===== config.mk =====
export PLATFORM = sky130hd
export DESIGN_NAME = dis_field_process_data_flat
export DESIGN_NICKNAME = d
export VERILOG_FILES = /design/src/rtl/dis_field_process_data_if.sv /design/src/rtl/dis_field_process_data.sv /design/src/flat_wrapper.sv
export SDC_FILE = /design/constraint.sdc
export NUM_CORES = 1
export LEC_CHECK = 0
export ABC_AREA = 1
export CAP_MARGIN = 10
export CORE_ASPECT_RATIO = 1.1
export CORE_MARGIN = 4
export CORE_UTILIZATION = 31
export CTS_CLUSTER_DIAMETER = 50
export CTS_CLUSTER_SIZE = 30
export DETAILED_ROUTE_END_ITERATION = 10
export PLACE_DENSITY_LB_ADDON = 0.2
export RECOVER_POWER = 25
export SYNTH_ARGS = -nofsm -noshare
export SYNTH_HDL_FRONTEND = slang
export SYNTH_SLANG_ARGS = --single-unit

===== constraint.sdc =====
create_clock -name vst_clk -period 5.75 [get_ports vst_clk]
set_clock_uncertainty 0.05 [all_clocks]
set_input_delay 1.15 -clock vst_clk [delete_from_list [all_inputs] [get_ports vst_clk]]
set_output_delay 1.15 -clock vst_clk [all_outputs]
set_load 0.01 [all_outputs]

===== src/rtl/dis_field_process_data_if.sv =====
// Avalon-ST video stream between the pipeline output and the display front-end.
`timescale 1ns/1ps
interface dis_field_process_data_if #(
    parameter int unsigned W = 10
);
    logic [W-1:0] vst_data;
    logic         vst_valid;
    logic         vst_ready;
    logic         vst_startofpacket;
    logic         vst_endofpacket;

    modport master (
        output vst_data, vst_valid, vst_startofpacket, vst_endofpacket,
        input  vst_ready
    );

    modport slave (
        input  vst_data, vst_valid, vst_startofpacket, vst_endofpacket,
        output vst_ready
    );
endinterface


===== src/rtl/dis_field_process_data.sv =====
// Display front-end: decodes Avalon-ST video packets and writes field-selected
// lines into the display FIFO, paced by a free-running field timer with resync.
`timescale 1ns/1ps
module dis_field_process_data #(
    parameter int unsigned DATA_WIDTH   = 10,
    parameter int unsigned CHANNELS     = 1,
    parameter int unsigned LINE_BEATS   = 720,
    parameter int unsigned FRAME_LINES  = 576,
    parameter int unsigned INTERLACED   = 1,
    parameter int unsigned CNT_W        = 24,
    parameter int unsigned FIELD_PERIOD = 1_000_000,
    parameter int unsigned PRE_WINDOW   = 3_200,
    parameter int unsigned FIFO_AW      = 10,
    parameter int unsigned FIFO_LEVEL   = 720,
    parameter int unsigned CLR_LEAD     = 8,
    parameter int unsigned RESYNC_HOLD  = 15
) (
    input  logic                           vst_clk,
    input  logic                           vst_rst,
    dis_field_process_data_if.slave        vst,
    output logic [DATA_WIDTH*CHANNELS-1:0] fifo_data,
    output logic                           fifo_wrreq,
    input  logic [FIFO_AW-1:0]             fifo_usedw,
    output logic                           fifo_aclr,
    output logic                           dis_rst,
    output logic                           field_id,
    output logic [15:0]                    resync_cnt
);
    localparam int unsigned PERIOD = (INTERLACED != 0) ? 2 * FIELD_PERIOD : FIELD_PERIOD;
    localparam int unsigned XW     = (LINE_BEATS > 1) ? $clog2(LINE_BEATS) : 1;
    localparam int unsigned YW     = 10;
    localparam int unsigned HW     = (RESYNC_HOLD > 0) ? $clog2(RESYNC_HOLD + 1) : 1;

    localparam logic [CNT_W-1:0] T_LAST = CNT_W'(PERIOD - 1);
    localparam logic [CNT_W-1:0] T_F1   = CNT_W'(FIELD_PERIOD);
    localparam logic [CNT_W-1:0] T_PRE0 = CNT_W'(PRE_WINDOW);
    localparam logic [CNT_W-1:0] T_PRE1 = CNT_W'(FIELD_PERIOD + PRE_WINDOW);
    localparam logic [CNT_W-1:0] T_CLR0 = CNT_W'(FIELD_PERIOD - CLR_LEAD);
    localparam logic [CNT_W-1:0] T_CLR1 = CNT_W'(PERIOD - CLR_LEAD);
    localparam logic [XW-1:0]    X_LAST = XW'(LINE_BEATS - 1);

    typedef enum logic [1:0] {
        S_IDLE,
        S_VIDEO,
        S_DROP
    } pkt_state_e;

    pkt_state_e        state_q, state_d;
    logic [CNT_W-1:0]  timer_q, timer_d;
    logic [HW-1:0]     hold_q, hold_d;
    logic [XW-1:0]     x_q, x_d;
    logic [YW-1:0]     y_q, y_d;
    logic [15:0]       resync_q, resync_d;
    logic              field_q, aclr_q, dis_rst_q;

    logic accept, sop, eop, hdr_video, in_pre, hold_idle, line_ok, line_sel, resync_trig;

    assign sop       = vst.vst_startofpacket;
    assign eop       = vst.vst_endofpacket;
    assign accept    = vst.vst_valid & vst.vst_ready;
    assign hdr_video = (vst.vst_data[3:0] == 4'h0);
    assign hold_idle = (hold_q == '0);
    assign line_ok   = (32'(y_q) < FRAME_LINES);
    assign line_sel  = (INTERLACED != 0) ? (y_q[0] == field_q) : 1'b1;

    // Pre-phases are the windows at the start of each field where filling is always allowed.
    assign in_pre = (timer_q < T_PRE0)
                  | ((INTERLACED != 0) & (timer_q >= T_F1) & (timer_q < T_PRE1));

    // A video header arriving outside a pre-phase means the source is late: resync.
    assign resync_trig = accept & sop & hdr_video & ~in_pre & hold_idle;

    assign vst.vst_ready = ~vst_rst
                         & (32'(fifo_usedw) <= FIFO_LEVEL)
                         & ((state_q != S_VIDEO) | in_pre | line_ok)
                         & hold_idle;

    assign fifo_data  = vst.vst_data;
    assign fifo_wrreq = accept & (state_q == S_VIDEO) & ~sop & line_ok & line_sel;
    assign fifo_aclr  = aclr_q;
    assign dis_rst    = dis_rst_q;
    assign field_id   = field_q;
    assign resync_cnt = resync_q;

    // Packet FSM and pixel position, advanced only on accepted beats.
    always_comb begin
        state_d = state_q;
        x_d     = x_q;
        y_d     = y_q;
        if (accept) begin
            if (sop) begin
                state_d = eop ? S_IDLE : (hdr_video ? S_VIDEO : S_DROP);
                if (hdr_video) begin
                    x_d = '0;
                    y_d = '0;
                end
            end else if (state_q == S_VIDEO) begin
                if (x_q == X_LAST) begin
                    x_d = '0;
                    if (y_q != '1) y_d = y_q + YW'(1);
                end else begin
                    x_d = x_q + XW'(1);
                end
                if (eop) state_d = S_IDLE;
            end else if (eop) begin
                state_d = S_IDLE;
            end
        end
    end

    always_comb begin
        timer_d  = (resync_trig | ~hold_idle | (timer_q == T_LAST)) ? '0 : timer_q + CNT_W'(1);
        hold_d   = resync_trig ? HW'(RESYNC_HOLD) : (hold_idle ? '0 : hold_q - HW'(1));
        resync_d = (resync_trig & (resync_q != 16'hFFFF)) ? resync_q + 16'd1 : resync_q;
    end

    always_ff @(posedge vst_clk) begin
        if (vst_rst) begin
            state_q   <= S_IDLE;
            timer_q   <= '0;
            hold_q    <= '0;
            x_q       <= '0;
            y_q       <= '0;
            resync_q  <= '0;
            field_q   <= 1'b0;
            aclr_q    <= 1'b1;
            dis_rst_q <= 1'b1;
        end else begin
            state_q   <= state_d;
            timer_q   <= timer_d;
            hold_q    <= hold_d;
            x_q       <= x_d;
            y_q       <= y_d;
            resync_q  <= resync_d;
            field_q   <= (INTERLACED != 0) & (timer_q >= T_F1);
            aclr_q    <= hold_idle & ((timer_q == T_CLR0) | (timer_q == T_CLR1));
            dis_rst_q <= ~hold_idle;
        end
    end
endmodule

===== src/flat_wrapper.sv =====
// flat-port wrapper written by rule: the top's interface ports become plain ports
module dis_field_process_data_flat 
#(
    parameter int unsigned DATA_WIDTH   = 10,
    parameter int unsigned CHANNELS     = 1,
    parameter int unsigned LINE_BEATS   = 720,
    parameter int unsigned FRAME_LINES  = 576,
    parameter int unsigned INTERLACED   = 1,
    parameter int unsigned CNT_W        = 24,
    parameter int unsigned FIELD_PERIOD = 1_000_000,
    parameter int unsigned PRE_WINDOW   = 3_200,
    parameter int unsigned FIFO_AW      = 10,
    parameter int unsigned FIFO_LEVEL   = 720,
    parameter int unsigned CLR_LEAD     = 8,
    parameter int unsigned RESYNC_HOLD  = 15
)
  (vst_clk, vst_rst, fifo_data, fifo_wrreq, fifo_usedw, fifo_aclr, dis_rst, field_id, resync_cnt, vst_vst_data, vst_vst_valid, vst_vst_startofpacket, vst_vst_endofpacket, vst_vst_ready);
  dis_field_process_data_if vst_i ();
  input  logic vst_clk;
  input  logic vst_rst;
  output logic [DATA_WIDTH*CHANNELS-1:0] fifo_data;
  output logic fifo_wrreq;
  input  logic [FIFO_AW-1:0] fifo_usedw;
  output logic fifo_aclr;
  output logic dis_rst;
  output logic field_id;
  output logic [15:0] resync_cnt;
  input wire logic [$bits(vst_i.vst_data)-1:0] vst_vst_data;
  input wire logic [$bits(vst_i.vst_valid)-1:0] vst_vst_valid;
  input wire logic [$bits(vst_i.vst_startofpacket)-1:0] vst_vst_startofpacket;
  input wire logic [$bits(vst_i.vst_endofpacket)-1:0] vst_vst_endofpacket;
  output wire logic [$bits(vst_i.vst_ready)-1:0] vst_vst_ready;
  assign vst_i.vst_data = vst_vst_data;
  assign vst_i.vst_valid = vst_vst_valid;
  assign vst_i.vst_startofpacket = vst_vst_startofpacket;
  assign vst_i.vst_endofpacket = vst_vst_endofpacket;
  assign vst_vst_ready = vst_i.vst_ready;
  dis_field_process_data #(.DATA_WIDTH(DATA_WIDTH), .CHANNELS(CHANNELS), .LINE_BEATS(LINE_BEATS), .FRAME_LINES(FRAME_LINES), .INTERLACED(INTERLACED), .CNT_W(CNT_W), .FIELD_PERIOD(FIELD_PERIOD), .PRE_WINDOW(PRE_WINDOW), .FIFO_AW(FIFO_AW), .FIFO_LEVEL(FIFO_LEVEL), .CLR_LEAD(CLR_LEAD), .RESYNC_HOLD(RESYNC_HOLD)) u_core (.vst_clk(vst_clk), .vst_rst(vst_rst), .vst(vst_i), .fifo_data(fifo_data), .fifo_wrreq(fifo_wrreq), .fifo_usedw(fifo_usedw), .fifo_aclr(fifo_aclr), .dis_rst(dis_rst), .field_id(field_id), .resync_cnt(resync_cnt));
endmodule

Word level (Yosys, flattened, before mapping)

Cells that the tools add are included.

Add/sub/neg operators: 5
$lt $le $gt $ge: 5
Equal/unequal tests: 10
Mux-type cells: 14
Bitwise operators: 25
Reductions and logical operators: 10

Operator list:

| kind                  | count |
|---|---|
| $mux 10               | 8 |
| $eq 24x21->1 const B  | 2 |
| $add 24x1->24 const B | 1 |
| $eq 24x20->1 const B  | 1 |
| $ge 24x20->1 const B  | 1 |
| $lt 24x12->1 const B  | 1 |
| $lt 24x20->1 const B  | 1 |
| $add 10x1->10 const B | 2 |
| $add 16x1->16 const B | 1 |
| $ne 16x16->1 const B  | 1 |
| $and 1x1->1           | 15 |
| $eq 10x10->1 const B  | 1 |
| $le 10x10->1 const B  | 1 |
| $lt 10x10->1 const B  | 1 |
| $ne 10x10->1 const B  | 1 |
| $logic_not 4->1       | 2 |
| $mux 2                | 4 |
| $mux 4                | 2 |
| $reduce_bool 2->1     | 4 |
| $or 1x1->1            | 6 |
| $reduce_and 5->1      | 1 |
| $ne 2x1->1 const B    | 2 |
| $not 1->1             | 4 |
| $sub 4x1->4 const B   | 1 |
| 5 further kinds       | 5 |

Register bits: 69
Bits of input ports: 25
Output and inout port bits: 31
Word-level logic and storage cells: 78

Longest topological paths before layout

Gate-level depths: netlist of run 1.

Depth after elaboration: 15
Gate-level depth with buffers: 16
Depth with buffers taken out: 16

Worst setup path before layout of run 1

OpenSTA, ideal clock, no wires.

Path type: input -> output
Start point: input port vst_rst
End point: output port fifo_wrreq
Arrival: 2179 ps
Data required time: 4550 ps
Slack: 2371 ps
Stages: 6
Buffers on the path: 1
Cells stage by stage: clkbuf_1 > nor2_4 > inv_1 > a21oi_2 > nand3_1 > nor3_1

Longest elaborated chain between the ends: 9

Ends and longest elaborated chain:

| element                   | RTL line                     | source |
|---|---|---|
| from (decl)               | flat_wrapper.sv:20           | `input logic vst_rst;` |
| $not 1->1                 | dis_field_process_data.sv:73 | `assign vst.vst_ready = ~vst_rst` |
| $and 1x1->1               | dis_field_process_data.sv:74 | `& (32'(fifo_usedw) <= FIFO_LEVEL)` |
| $and 1x1->1               | dis_field_process_data.sv:75 | `& ((state_q != S_VIDEO) \| in_pre \| line_ok)` |
| $and 1x1->1               | dis_field_process_data.sv:76 | `& hold_idle;` |
| $and 1x1->1               | dis_field_process_data.sv:60 | `assign accept = vst.vst_valid & vst.vst_ready;` |
| $and 1x1->1 (4 in series) | dis_field_process_data.sv:79 | `assign fifo_wrreq = accept & (state_q == S_VIDEO) & ~sop & line_ok & line_sel;` |
| to (decl)                 | flat_wrapper.sv:22           | `output logic fifo_wrreq;` |

No other way between the ends.

Final worst setup path of run 1

Ends and elaborated chain as after synthesis.

==> results of run 1 <==
## metal layers
metal,wire length [um],share of wire [%],GRT usage (%)
met1,4320,47,15.4
met2,4220,46,21.3
met3,367,4.0,2.51
met4,229,2.5,6.35
met5,0,0,0
## through the flow
step	setup slack (ns)	cells	total power, uW	area (um^2)	hold slack, ns
floorplan	2.37	570	700	4080	0.388
global placement	1.33	747	737	4540	0.401
detailed placement	1.30	747	743	4540	0.409
finish	1.20	761	1260	4810	0.412
CTS	1.30	761	1290	4820	0.417
global route	0.981	761	1330	4810	0.431
## flip-flops by register name, summed over array words and instances, names as in the netlist
signal	cells
u_core.state_q	2
u_core.resync_cnt	16
u_core.fifo_aclr	1
u_core.x_q	10
u_core.field_id	1
u_core.y_q	10
u_core.timer_q	24
u_core.dis_rst	1
u_core.hold_q	4
## report_power, final
part / switching [uW] / internal, uW / leakage [uW]
clock network: 195 / 342 / 0.000139
logic: 137 / 69.8 / 0.00107
registers: 14.0 / 501 / 0.000557
## cell families (layout without fill, tap and decap cells)
group	after synthesis	in the layout	share of synthesized area, %
AND/OR/NAND/NOR	309	309	37.8
AO/OA/AOI/OAI	58	58	8.06
flip-flops	69	69	33.8
XOR/XNOR	38	38	8.15
buffers and inverters	90	124	10.3
adder cells (fa/ha/maj)	6	6	1.84
## cells in the mapped netlist, types with 7 or more instances
master	n	area, um^2
nand2_1	116	435
dfxtp_1	69	1380
inv_1	62	233
nor2_1	62	233
a21oi_1	41	205
nand4_1	29	181
nand3_1	27	135
xor2_1	26	228
nor2_2	25	156
nor3_1	18	90.1
buf_4	14	105
xnor2_1	12	105
nor4_1	7	43.8
## worst min path at each step
stage	start	end	slack (ns)	depth (start not counted)
6_report	u_core.state_q[1]$_SDFFE_PP0P_	u_core.state_q[1]$_SDFFE_PP0P_	0.41	2
5_1_grt	u_core.state_q[1]$_SDFFE_PP0P_	u_core.state_q[1]$_SDFFE_PP0P_	0.43	2
4_1_cts	u_core.state_q[1]$_SDFFE_PP0P_	u_core.state_q[1]$_SDFFE_PP0P_	0.42	2
3_5_place_dp	u_core.state_q[1]$_SDFFE_PP0P_	u_core.state_q[1]$_SDFFE_PP0P_	0.41	2
3_3_place_gp	u_core.state_q[0]$_SDFFE_PP0P_	u_core.state_q[0]$_SDFFE_PP0P_	0.40	2
2_1_floorplan	u_core.timer_q[0]$_SDFF_PP0_	u_core.timer_q[0]$_SDFF_PP0_	0.39	1
## critical path, delay by kind of cell
| kind | cells | cell delay, ns |
|---|---|---|
| AO/OA/AOI/OAI | 1 | 0.31 |
| AND/OR/NAND/NOR | 3 | 0.61 |
| buffers and inverters | 3 | 1.27 |
## cell type report
| cell class | count | area share [%] |
|---|---|---|
| multi-input combinational | 411 | 47.2 |
| sequential | 69 | 28.7 |
| clock inverter | 2 | 0.728 |
| inverter | 66 | 5.15 |
| timing repair buffer | 44 | 9.02 |
| clock buffer | 12 | 5.12 |
| tap | 157 | 4.08 |
==> impl_metrics.env, run 1 <==
export IMPL_cp_start_kind="primary input"
export IMPL_drv_cap=1
export IMPL_drt_wl_total_mm=9.14
export IMPL_cts_root_buffer="clkbuf_16"
export IMPL_slowest_stage="dlygate4sd3_1"
export IMPL_hold_class="flop to flop"
export IMPL_n_antenna_cell=0
export IMPL_syn_area_per_cell_um2=7.16
export IMPL_synthesis_nets=601
export IMPL_crit_type="primary input to output port"
export IMPL_clk_path_buf_depth=2
export IMPL_clk_latency_ns=0.33
export IMPL_final_cell_mix="nand2_1, dfxtp_1, nor2_1"
export IMPL_min_period_ns=4.55
export IMPL_ys_seq_area_share_pct=33.8
export IMPL_hpwl_mm=6.71
export IMPL_tightest_slew_ns=1.68
export IMPL_timing_max_slew_rel_slack_pct=-12.2
export IMPL_crit_path_start="vst_rst"
export IMPL_rsz0062_at_grt="false"
export IMPL_max_freq_ghz=0.220
export IMPL_crit_end="fifo_wrreq"
export IMPL_end_kind="output port"
export IMPL_die_y_um=128
export IMPL_final_common_cell="nand2_1"
export IMPL_syn_inst=570
export IMPL_synth_seq_cells=69
export IMPL_status="finished with violations"
export IMPL_cp_required_ns=4.55
export IMPL_setup_tns_ns=0
export IMPL_drive_above_1_share_pct=10.1
export IMPL_cpPeakStageDelay_ns=0.56
export IMPL_clock_sinks=69
export IMPL_cp_max_fo=3
export IMPL_overflow=0
export IMPL_core_area_um2=12800
export IMPL_grt_total_usage_pct=12.6
export IMPL_vias_per_cell=4.82
export IMPL_report_final_setup_viol=0
export IMPL_drc_errors=0
export IMPL_worstPathCellList="dlygate4sd3_1 > nor2_1 > inv_1 > a21oi_2 > nand3_1 > nor3_1 > clkdlybuf4s50_1"
export IMPL_slew_violations=36
export IMPL_dominantRegCellSynth="dfxtp_1"
export IMPL_violations="max-capacitance violations, max-slew violations"
export IMPL_yosysUniqueCellTypes=40
export IMPL_multi_input_area_um2=2270
export IMPL_n_fill_cell=1344
export IMPL_post_cts_resized=0
export IMPL_final_util_pct=37.7
export IMPL_p_leak_uw=0.00177
export IMPL_ff2ff_setup_slack_ns=2.63
export IMPL_cts_setup_buffers=0
export IMPL_async_reset_ff_share_pct=0
export IMPL_hold_viol=0
export IMPL_initial_core_util_pct=32.0
export IMPL_h_tree_depth=3
export IMPL_dr_pass1_iters=4
export IMPL_grt_pass1_vias=3577
export IMPL_synth_edff_count=0
export IMPL_yosysWarningCount=0
export IMPL_finalCritPeriodShare_pct=79.1
export IMPL_r2r_start="u_core.hold_q[0]$_SDFF_PP0_"
export IMPL_drtIter0Drc=186
export IMPL_cts_tree="yes"
export IMPL_port_buffers=43
export IMPL_syn2layout_area_growth_pct=17.9
export IMPL_power_per_cell_area_nw_per_um2=262
export IMPL_grt_max_degree=36
export IMPL_grt_pass1_wl_mm=15.9
export IMPL_vdd_ir_drop_max_mv=0.136
export IMPL_r2r_end="u_core.x_q[3]$_SDFFE_PP0P_"
export IMPL_cts_made_buffers=9
export IMPL_die_x_um=117
export IMPL_vias=3667
export IMPL_syn_cell_area_um2=4080
export IMPL_hold_buffers=0
export IMPL_worst_r2r_cell_count=15
export IMPL_ant_nets=0
export IMPL_antenna_found_initial=0
export IMPL_clk_pin_slew_worst_paths_ns=0.06
export IMPL_fin_nets=632
export IMPL_wire_per_inst_um=12.0
export IMPL_gp_congestion=0.837
export IMPL_seqCellArea_um2=1380
export IMPL_ios=56
export IMPL_row_count=43
export IMPL_die_area_um2=15100
export IMPL_crit_arrival_ns=3.35
Power figures use the tool's default switching activity.
==> run 2: changes to the inputs <==
==> constraint.sdc (replaced) <==
create_clock -name vst_clk -period 3.75 [get_ports vst_clk]
set_clock_uncertainty 0.05 [all_clocks]
set_input_delay 0.75 -clock vst_clk [delete_from_list [all_inputs] [get_ports vst_clk]]
set_output_delay 0.75 -clock vst_clk [all_outputs]
set_load 0.01 [all_outputs]
==> run 2 against run 1 <==
The run still ends with max-capacitance violations, max-slew violations left. Die area did not move. Clock power rose by 59%. Non-clock buffer count up 6. Setup slack got worse by 1.0 ns. Global-route usage up 0.41 points. Worst hold slack worse by 0.00067 ns. Register-to-register slack lost 1.6 ns. Critical endpoint is now vst_vst_ready.
==> impl_metrics.env, run 2 (synthesis gave the netlist of run 1 again) <==
export IMPL_status="finished with violations"
export IMPL_violations="max-capacitance violations, max-slew violations"
export IMPL_rsz0062_at_grt="false"
export IMPL_cts_tree="yes"
export IMPL_drt_wl_total_mm=9.16
export IMPL_end_kind="output port"
export IMPL_crit_buf_inv=4
export IMPL_grt_total_usage_pct=13.0
export IMPL_crit_arrival_ns=2.77
export IMPL_syn2layout_area_growth_pct=19.7
export IMPL_slowest_stage="clkdlybuf4s50_1"
export IMPL_port_buffers=43
export IMPL_die_y_um=128
export IMPL_finalCritPeriodShare_pct=95.1
export IMPL_final_common_cell="nand2_1"
export IMPL_hold_class="flop to flop"
export IMPL_post_cts_resized=0
export IMPL_antenna_found_initial=0
export IMPL_place_ws_ns=0.174
export IMPL_cts_root_buffer="clkbuf_16"
export IMPL_r2r_start="u_core.hold_q[0]$_SDFF_PP0_"
export IMPL_grt_pass1_wl_mm=16.6
export IMPL_ios=56
export IMPL_p_leak_uw=0.00180
export IMPL_report_final_setup_viol=0
export IMPL_dpl_cell_count=753
export IMPL_regMostFlops="u_core.timer_q"
export IMPL_worstPathCellList="clkdlybuf4s50_1 > nand2_1 > nor3b_1 > nand4_1 > a21oi_2 > buf_4 > nand2_1 > inv_1 > clkdlybuf4s50_1"
export IMPL_grt_pass1_vias=3693
export IMPL_hold_viol=0
export IMPL_max_freq_ghz=0.281
export IMPL_vdd_ir_drop_max_mv=0.203
export IMPL_clk_pin_slew_worst_paths_ns=0.06
export IMPL_largest_reg_flops=24
export IMPL_vias=3715
export IMPL_crit_path_start="fifo_usedw[6]"
export IMPL_wire_per_inst_um=11.9
export IMPL_setup_slack_ns=0.185
export IMPL_row_count=43
export IMPL_crit_type="primary input to output port"
export IMPL_power_per_cell_area_nw_per_um2=405
export IMPL_overflow=0
export IMPL_drive_above_1_share_pct=11.8
export IMPL_setup_tns_ns=0
export IMPL_fin_nets=638
export IMPL_timing_max_slew_rel_slack_pct=-9.49
export IMPL_cp_top_family="buffers and inverters"
export IMPL_slew_violations=36
export IMPL_ant_nets=0
export IMPL_tightest_slew_ns=1.64
export IMPL_gp_congestion=0.803
export IMPL_min_period_ns=3.57
export IMPL_hpwl_mm=6.88
export IMPL_h_tree_depth=3
export IMPL_n_antenna_cell=0
export IMPL_min_delay_start="u_core.state_q[1]$_SDFFE_PP0P_"
export IMPL_drc_errors=0
export IMPL_cts_setup_buffers=0
export IMPL_core_area_um2=12800
export IMPL_clk_path_buf_depth=2
export IMPL_cp_start_kind="primary input"
export IMPL_drv_cap=1
export IMPL_hold_buffers=0
export IMPL_cts_made_buffers=9
export IMPL_drtIter0Drc=202
export IMPL_cp_max_fo=4
export IMPL_clock_sinks=69
export IMPL_n_fill_cell=1344
export IMPL_cp_required_ns=2.95
export IMPL_final_cell_mix="nand2_1, dfxtp_1, inv_1, nor2_1, a21oi_1"
export IMPL_initial_core_util_pct=32.0
export IMPL_clk_latency_ns=0.33
export IMPL_dr_pass1_iters=4
export IMPL_stdcell_count=769
export IMPL_die_area_um2=15100
export IMPL_die_x_um=117
export IMPL_cpPeakStageDelay_ns=0.56
export IMPL_grt_max_degree=36
export IMPL_vias_per_cell=4.83
[run 2: cell types whose count changed in the layout (fill, tap and decap cells not counted), sizes merged]
| cell | change |
|---|---|
| buf | +6 |
| clkbuf | -2 |
| clkinvlp | +3 |
| clkdlybuf4s50 | +1 |
| clkinv | +1 |
| dlygate4sd3 | -1 |
[run 2: power by group]
part           internal, uW  switching, uW  leakage [uW]
Combinational           118            215       0.00111
Clock                   530            326      0.000140
Sequential              768           21.9      0.000557
[run 2: path summary, 6_finish.rpt]
kind                               endpoint  slack, ns  cells past startpoint
max reg2reg   u_core.timer_q[22]$_SDFF_PP0_       0.99                     14
min reg2reg  u_core.state_q[1]$_SDFFE_PP0P_       0.41                      2
min          u_core.state_q[1]$_SDFFE_PP0P_       0.41                      2
max                           vst_vst_ready       0.18                      9
[run 2: metal layers]
layer / routed length (um) / track usage [%]
met5: 0 / 0
met4: 170 / 4.49
met3: 358 / 3.38
met2: 4390 / 23.3
met1: 4240 / 15.2
[run 2: area by class of cell]
| cell class | count | area [um^2] | share of cell area (%) |
|---|---|---|---|
| inverter | 66 | 248 | 5.07 |
| multi-input combinational | 411 | 2280 | 46.6 |
| clock inverter | 6 | 62.6 | 1.28 |
| clock buffer | 10 | 239 | 4.89 |
| sequential | 69 | 1380 | 28.3 |
| timing repair buffer | 50 | 479 | 9.81 |
| tap | 157 | 196 | 4.02 |
[run 2: tightest hold or removal path, stage by stage (launching register included)]
cell     delay [ns]
dfxtp_1        0.31
nand2_1        0.06
a21oi_1        0.05
[run 2: per-stage QoR]
step                util, %  hold WS (ns)  total power, uW  instance area [um^2]
finish                 38.3         0.412             1980                  4880
floorplan                 -         0.388             1070                  4080
global route           38.3         0.441             2090                  4880
global placement       36.0         0.402             1140                  4590
detailed placement     36.0         0.406             1150                  4590
CTS                    38.3         0.415             2020                  4890
